### src/rtl/fib_mem_ctrl_pkg.sv
// Shared types and default memory map for the Fibonacci memory controller.
package fib_mem_ctrl_pkg;

    typedef enum logic [2:0] {
        IDLE,
        RD_T1,
        RD_T2,
        CALC,
        WR_SUM,
        WR_T1,
        WR_T2,
        DONE
    } fib_state_t;

    localparam logic [7:0] DEF_ADDR_T1  = 8'd0;
    localparam logic [7:0] DEF_ADDR_T2  = 8'd1;
    localparam logic [7:0] DEF_ADDR_SUM = 8'd2;

endpackage

### src/rtl/fib_mem_ctrl_if.sv
// Data-memory bus between the Fibonacci controller and a synchronous-read memory.
interface fib_mem_ctrl_if;

    logic [7:0] endereco;
    logic       MemRead;
    logic       MemWrite;
    logic [7:0] dado_w;
    logic [7:0] dado_r;

    modport master (
        output endereco,
        output MemRead,
        output MemWrite,
        output dado_w,
        input  dado_r
    );

    modport slave (
        input  endereco,
        input  MemRead,
        input  MemWrite,
        input  dado_w,
        output dado_r
    );

endinterface

### src/rtl/fib_mem_ctrl.sv
// Fibonacci sequencer: reads t1/t2 from data memory, emits t1, writes back sum, t2, sum.
module fib_mem_ctrl
    import fib_mem_ctrl_pkg::*;
#(
    parameter logic [7:0] ADDR_T1  = DEF_ADDR_T1,
    parameter logic [7:0] ADDR_T2  = DEF_ADDR_T2,
    parameter logic [7:0] ADDR_SUM = DEF_ADDR_SUM
) (
    input  logic                 clock,
    input  logic                 reset_n,
    input  logic                 start,
    input  logic [7:0]           n,
    fib_mem_ctrl_if.master       bus,
    output logic [7:0]           term,
    output logic                 term_valid,
    output logic                 busy,
    output logic                 done,
    output logic                 overflow
);

    fib_state_t state;
    logic [7:0] t1;
    logic [7:0] t2;
    logic [7:0] sum;
    logic [7:0] i;
    logic [7:0] n_q;
    logic [8:0] sum_next;
    logic       last_term;

    // t2 arrives on dado_r during CALC, so the sum is formed straight from the bus.
    always_comb begin
        sum_next  = {1'b0, t1} + {1'b0, bus.dado_r};
        last_term = ({1'b0, i} + 9'd1) == {1'b0, n_q};
    end

    // Outputs are set on the edge entering each state so they line up with it.
    always_ff @(posedge clock or negedge reset_n) begin
        if (!reset_n) begin
            state        <= IDLE;
            t1           <= '0;
            t2           <= '0;
            sum          <= '0;
            i            <= '0;
            n_q          <= '0;
            bus.endereco <= '0;
            bus.MemRead  <= 1'b0;
            bus.MemWrite <= 1'b0;
            bus.dado_w   <= '0;
            term         <= '0;
            term_valid   <= 1'b0;
            busy         <= 1'b0;
            done         <= 1'b0;
            overflow     <= 1'b0;
        end else begin
            bus.MemRead  <= 1'b0;
            bus.MemWrite <= 1'b0;
            term_valid   <= 1'b0;
            done         <= 1'b0;
            case (state)
                IDLE: begin
                    if (start) begin
                        overflow <= 1'b0;
                        if (n != '0) begin
                            n_q          <= n;
                            i            <= '0;
                            busy         <= 1'b1;
                            bus.endereco <= ADDR_T1;
                            bus.MemRead  <= 1'b1;
                            state        <= RD_T1;
                        end else begin
                            done  <= 1'b1;
                            state <= DONE;
                        end
                    end
                end
                RD_T1: begin
                    bus.endereco <= ADDR_T2;
                    bus.MemRead  <= 1'b1;
                    state        <= RD_T2;
                end
                RD_T2: begin
                    t1         <= bus.dado_r;
                    term       <= bus.dado_r;
                    term_valid <= 1'b1;
                    state      <= CALC;
                end
                CALC: begin
                    t2           <= bus.dado_r;
                    sum          <= sum_next[7:0];
                    overflow     <= overflow | sum_next[8];
                    bus.endereco <= ADDR_SUM;
                    bus.dado_w   <= sum_next[7:0];
                    bus.MemWrite <= 1'b1;
                    state        <= WR_SUM;
                end
                WR_SUM: begin
                    bus.endereco <= ADDR_T1;
                    bus.dado_w   <= t2;
                    bus.MemWrite <= 1'b1;
                    state        <= WR_T1;
                end
                WR_T1: begin
                    bus.endereco <= ADDR_T2;
                    bus.dado_w   <= sum;
                    bus.MemWrite <= 1'b1;
                    state        <= WR_T2;
                end
                WR_T2: begin
                    if (last_term) begin
                        busy  <= 1'b0;
                        done  <= 1'b1;
                        state <= DONE;
                    end else begin
                        i            <= i + 8'd1;
                        bus.endereco <= ADDR_T1;
                        bus.MemRead  <= 1'b1;
                        state        <= RD_T1;
                    end
                end
                DONE: begin
                    state <= IDLE;
                end
                default: begin
                    state <= IDLE;
                end
            endcase
        end
    end

endmodule

### src/flat_wrapper.sv
// flat-port wrapper written by rule: the top's interface ports become plain ports
module fib_mem_ctrl_flat import fib_mem_ctrl_pkg::*;
#(
    parameter logic [7:0] ADDR_T1  = DEF_ADDR_T1,
    parameter logic [7:0] ADDR_T2  = DEF_ADDR_T2,
    parameter logic [7:0] ADDR_SUM = DEF_ADDR_SUM
)
  (clock, reset_n, start, n, term, term_valid, busy, done, overflow, bus_endereco, bus_MemRead, bus_MemWrite, bus_dado_w, bus_dado_r);
  fib_mem_ctrl_if bus_i ();
  input  logic clock;
  input  logic reset_n;
  input  logic start;
  input  logic [7:0] n;
  output logic [7:0] term;
  output logic term_valid;
  output logic busy;
  output logic done;
  output logic overflow;
  output wire logic [$bits(bus_i.endereco)-1:0] bus_endereco;
  output wire logic [$bits(bus_i.MemRead)-1:0] bus_MemRead;
  output wire logic [$bits(bus_i.MemWrite)-1:0] bus_MemWrite;
  output wire logic [$bits(bus_i.dado_w)-1:0] bus_dado_w;
  input wire logic [$bits(bus_i.dado_r)-1:0] bus_dado_r;
  assign bus_endereco = bus_i.endereco;
  assign bus_MemRead = bus_i.MemRead;
  assign bus_MemWrite = bus_i.MemWrite;
  assign bus_dado_w = bus_i.dado_w;
  assign bus_i.dado_r = bus_dado_r;
  fib_mem_ctrl #(.ADDR_T1(ADDR_T1), .ADDR_T2(ADDR_T2), .ADDR_SUM(ADDR_SUM)) u_core (.clock(clock), .reset_n(reset_n), .start(start), .n(n), .bus(bus_i), .term(term), .term_valid(term_valid), .busy(busy), .done(done), .overflow(overflow));
endmodule
### config.mk
export PLATFORM = sky130hd
export DESIGN_NAME = fib_mem_ctrl_flat
export DESIGN_NICKNAME = d
export VERILOG_FILES = /design/src/rtl/fib_mem_ctrl_pkg.sv /design/src/rtl/fib_mem_ctrl_if.sv /design/src/rtl/fib_mem_ctrl.sv /design/src/flat_wrapper.sv
export SDC_FILE = /design/constraint.sdc
export NUM_CORES = 1
export LEC_CHECK = 0
export ABC_AREA = 1
export CAP_MARGIN = 20
export CORE_ASPECT_RATIO = 0.5
export CORE_MARGIN = 5
export CORE_UTILIZATION = 35
export DETAILED_ROUTE_END_ITERATION = 8
export GPL_TIMING_DRIVEN = 1
export PLACE_DENSITY = 0.58
export SLEW_MARGIN = 20
export SYNTH_ARGS = -nofsm -noshare
export SYNTH_HDL_FRONTEND = slang
export SYNTH_SLANG_ARGS = --single-unit
### constraint.sdc
create_clock -name clock -period 2.06 [get_ports clock]
set_input_delay 0.309 -clock clock [delete_from_list [all_inputs] [get_ports clock]]
set_output_delay 0.309 -clock clock [all_outputs]
set_load 0.03 [all_outputs]
==> impl_metrics.toml <==
[placed_design]
gp_congestion = 0.843
io_buffers = 42
dp_hpwl_um = 5280
dp_cells = 558

[logic_synthesis]
netlist.top_cell.by_area = "dfrtp_1"
syn-instance-count = 387
async_flop_share_pct = 100
synth_compound_area_share_pct = 9.72
synth_flop_cell = "dfrtp_1"
synth-edff-count = 0
syn_avg_cell_area_um2 = 7.85
synthAdderAreaFrac_pct = 4.37
ys_ff_latch = 59
post-synth-top-area-fraction_pct = 48.6
synth.distinct_cells = 32
synthSimpleGateAreaFrac_pct = 27.4
ys.warnings.count = 0
synthTopCellsByArea = "dfrtp_1 49%, nand2_1 16%, inv_1 5.6%"
netlist_area_um2 = 3040
synth_mux_area_share_pct = 0
seq_area_frac_synth_pct = 48.6
synth-xor-area-share_pct = 1.73
synth_top_family_by_area = "simple AND/OR/NAND/NOR gates"

[global_route]
grt_use_met1_pct = 18.9
met3_usage_pct = 3.26
grt_pass1_vias = 2581
grt_max_degree = 24
gr-total-overflow = 0
busiest_layer = "met2"
grt_use_total_pct = 14.8
met2_usage_pct = 24.7
grt_pass1_wl_um = 12300
antenna_found_initial = 0

[route]
first_pass_iters = 4
totalWireLength_um = 7250
wire_per_inst_um = 12.6
ant_nets = 0
drc_errors = 0
routed_via_density = 4.65
vias = 2667
dr.first_iter.drc_count = 114

[power_and_ir_drop]
p_leak_nw = 1.97
powerDensity_nw_per_um2 = 787
ir_drop_uv = 413
total_power_mw = 3.24

[sta]
layout_min_cycle_time_ps = 1980
slew_violations = 0
hold_viol = 0
finalCritPeriodShare_pct = 96.0
grt_setup_unrepaired = "yes"
relSlewSlack_pct = 62.5
fmax_mhz = 505
setup_viol = 0
clock_skew_ps = 5.80
tightest_slew_ps = 563

[layout]
drive_gt1_share_pct = 15.1
nets = 482
layout_commonest_cell = "nand2_1"
n_antenna_cell = 0
final_cell_mix = "124 x nand2_1, 58 x dfrtp_1, 43 x inv_1, 41 x clkdlybuf4s50_1"
layoutNonFillerInstCount = 574
syn_to_final_growth_pct = 35.6

[hold_path]
hp-start = "u_core.bus.endereco[1]$_DFFE_PN0P_"
min_path_type = "reg2reg"
hold_end = "u_core.bus.endereco[1]$_DFFE_PN0P_"
hold_depth = 2

[run]
cap_viol_max_count = 0

[clocking]
post_cts_buffers = 0
cts-buffers-inserted = 9
root_buffer = "clkbuf_16"
ctsLongestPathBuffers = 2
numClockSinks = 59
clock_latency_ps = 320
cts_tree = "yes"
htree_levels = 3
clk_pin_slew_worst_paths_ps = 50

[floorplanning]
initial_utilization_pct = 35.4
die_width_um = 142
rows = 24
die_y_um = 75.9
core_area_um2 = 8590
num_io_pins = 49
die_area_um2 = 10800

[setup_path]
worstSetupPathType = "reg2reg"
cp-end-kind = "register"
cp-start-kind = "register"
regToRegEndpoint = "u_core.i[2]$_DFFE_PN0P_"
ff2ff_setup_slack_ps = 80
critPathArrivalTime_ps = 2180
reg2reg_from = "u_core.i[0]$_DFFE_PN0P_"
cp.required_ps = 2260
cp_max_fo = 7
r2r_cells = 11

[run_status]
outcome = "complete, no violations"
-- state kept, by name (all words and copies together), names as in the netlist, 2 cells and up --
signal,count
u_core.t2,8
u_core.sum,8
u_core.n_q,8
u_core.bus.endereco,2
u_core.t1,8
u_core.i,8
u_core.state,3
u_core.bus.dado_w,8
-- worst max-delay path, cell delays in order (launching register included) --
cell	delay [ps]
dfrtp_1	410
ha_4	290
xnor2_1	120
nand2_1	70
nor2_1	100
nand2_1	70
nor2_1	120
nand3_2	150
nand2_4	130
clkinvlp_4	190
nand3_1	120
o21ai_1	70
-- per-stage QoR --
| stage | TNS (ps) | instance area (µm²) | setup slack, ps | util (%) | hold WS, ps |
|---|---|---|---|---|---|
| 2_1_floorplan | 0 | 3060 | 122 | - | 13.4 |
| 3_3_place_gp | -898 | 3700 | -197 | 43.1 | 337 |
| 3_5_place_dp | -1100 | 3700 | -226 | 43.1 | 336 |
| 4_1_cts | 0 | 4030 | 83.7 | 46.9 | 475 |
| 5_1_grt | -298 | 4120 | -64.2 | 48.0 | 516 |
| 6_report | 0 | 4120 | 81.6 | 48.0 | 469 |
-- repair_timing --
item	in CTS	in global routing
endpoints found under the setup margin	0	13
hold buffers	1	0
resized for setup	0	24
endpoints found under the hold margin	21	0
-- area by class of cell --
class	count	area, µm²
Fill cell	855	4470
Sequential cell	59	1480
Multi-Input combinational cell	274	1420
Timing Repair Buffer	61	573
Clock buffer	14	284
Inverter	48	184
Tap cell	117	146
Clock inverter	1	30.0
-- cell families (layout without fill, tap and decap cells) --
family          after synthesis  in the layout
other cells                   1              6
xor+xnor                      6              6
fa+ha+maj                    10             10
simple gates                199            199
buf+inv                      59            124
compound gates               53             53
flops                        59             59
-- Yosys cell counts, types with 2 or more instances --
cell type,n
nand3_1,26
xor2_1,5
dfrtp_1,59
buf_4,6
inv_2,3
clkbuf_1,5
a21oi_1,12
nor2_1,27
nor2_2,7
o22ai_1,2
nand2_1,127
a41oi_1,2
or2_2,2
a221oi_1,3
ha_1,9
inv_1,45
nor3_1,2
o21ai_1,8
nand2_2,2
o21ai_0,23
-- metal layers --
| layer | wire length, µm | part of all wire [%] | up-vias |
|---|---|---|---|
| met1 | 3350 | 46 | 1253 |
| met5 | 0 | 0 | - |
| met2 | 3460 | 48 | 51 |
| met4 | 95 | 1.3 | 0 |
| li1 | - | - | 1353 |
| met3 | 339 | 4.7 | 10 |
-- worst max-delay path by stage --
stage	slack (ps)	cells after the start	start	end
6_report	80	11	u_core.i[0]$_DFFE_PN0P_	u_core.i[2]$_DFFE_PN0P_
5_1_grt	-60	14	u_core.i[0]$_DFFE_PN0P_	u_core.i[2]$_DFFE_PN0P_
4_1_cts	80	11	u_core.i[0]$_DFFE_PN0P_	u_core.i[5]$_DFFE_PN0P_
3_5_place_dp	-230	12	bus_dado_r[0]	u_core.bus.dado_w[6]$_DFFE_PN0P_
3_3_place_gp	-200	11	bus_dado_r[0]	u_core.overflow$_DFFE_PN0P_
2_1_floorplan	120	10	u_core.t1[0]$_DFFE_PN0P_	u_core.overflow$_DFFE_PN0P_
-- where the power goes --
| part | switching, mW | leakage [nW] | internal, mW |
|---|---|---|---|
| sequential | 0.0418 | 0.712 | 1.23 |
| clock | 0.481 | 0.155 | 1.06 |
| combinational | 0.238 | 1.11 | 0.187 |
| total | 0.761 | 1.97 | 2.48 |
Note: power is estimated with default switching activity, not from simulation.
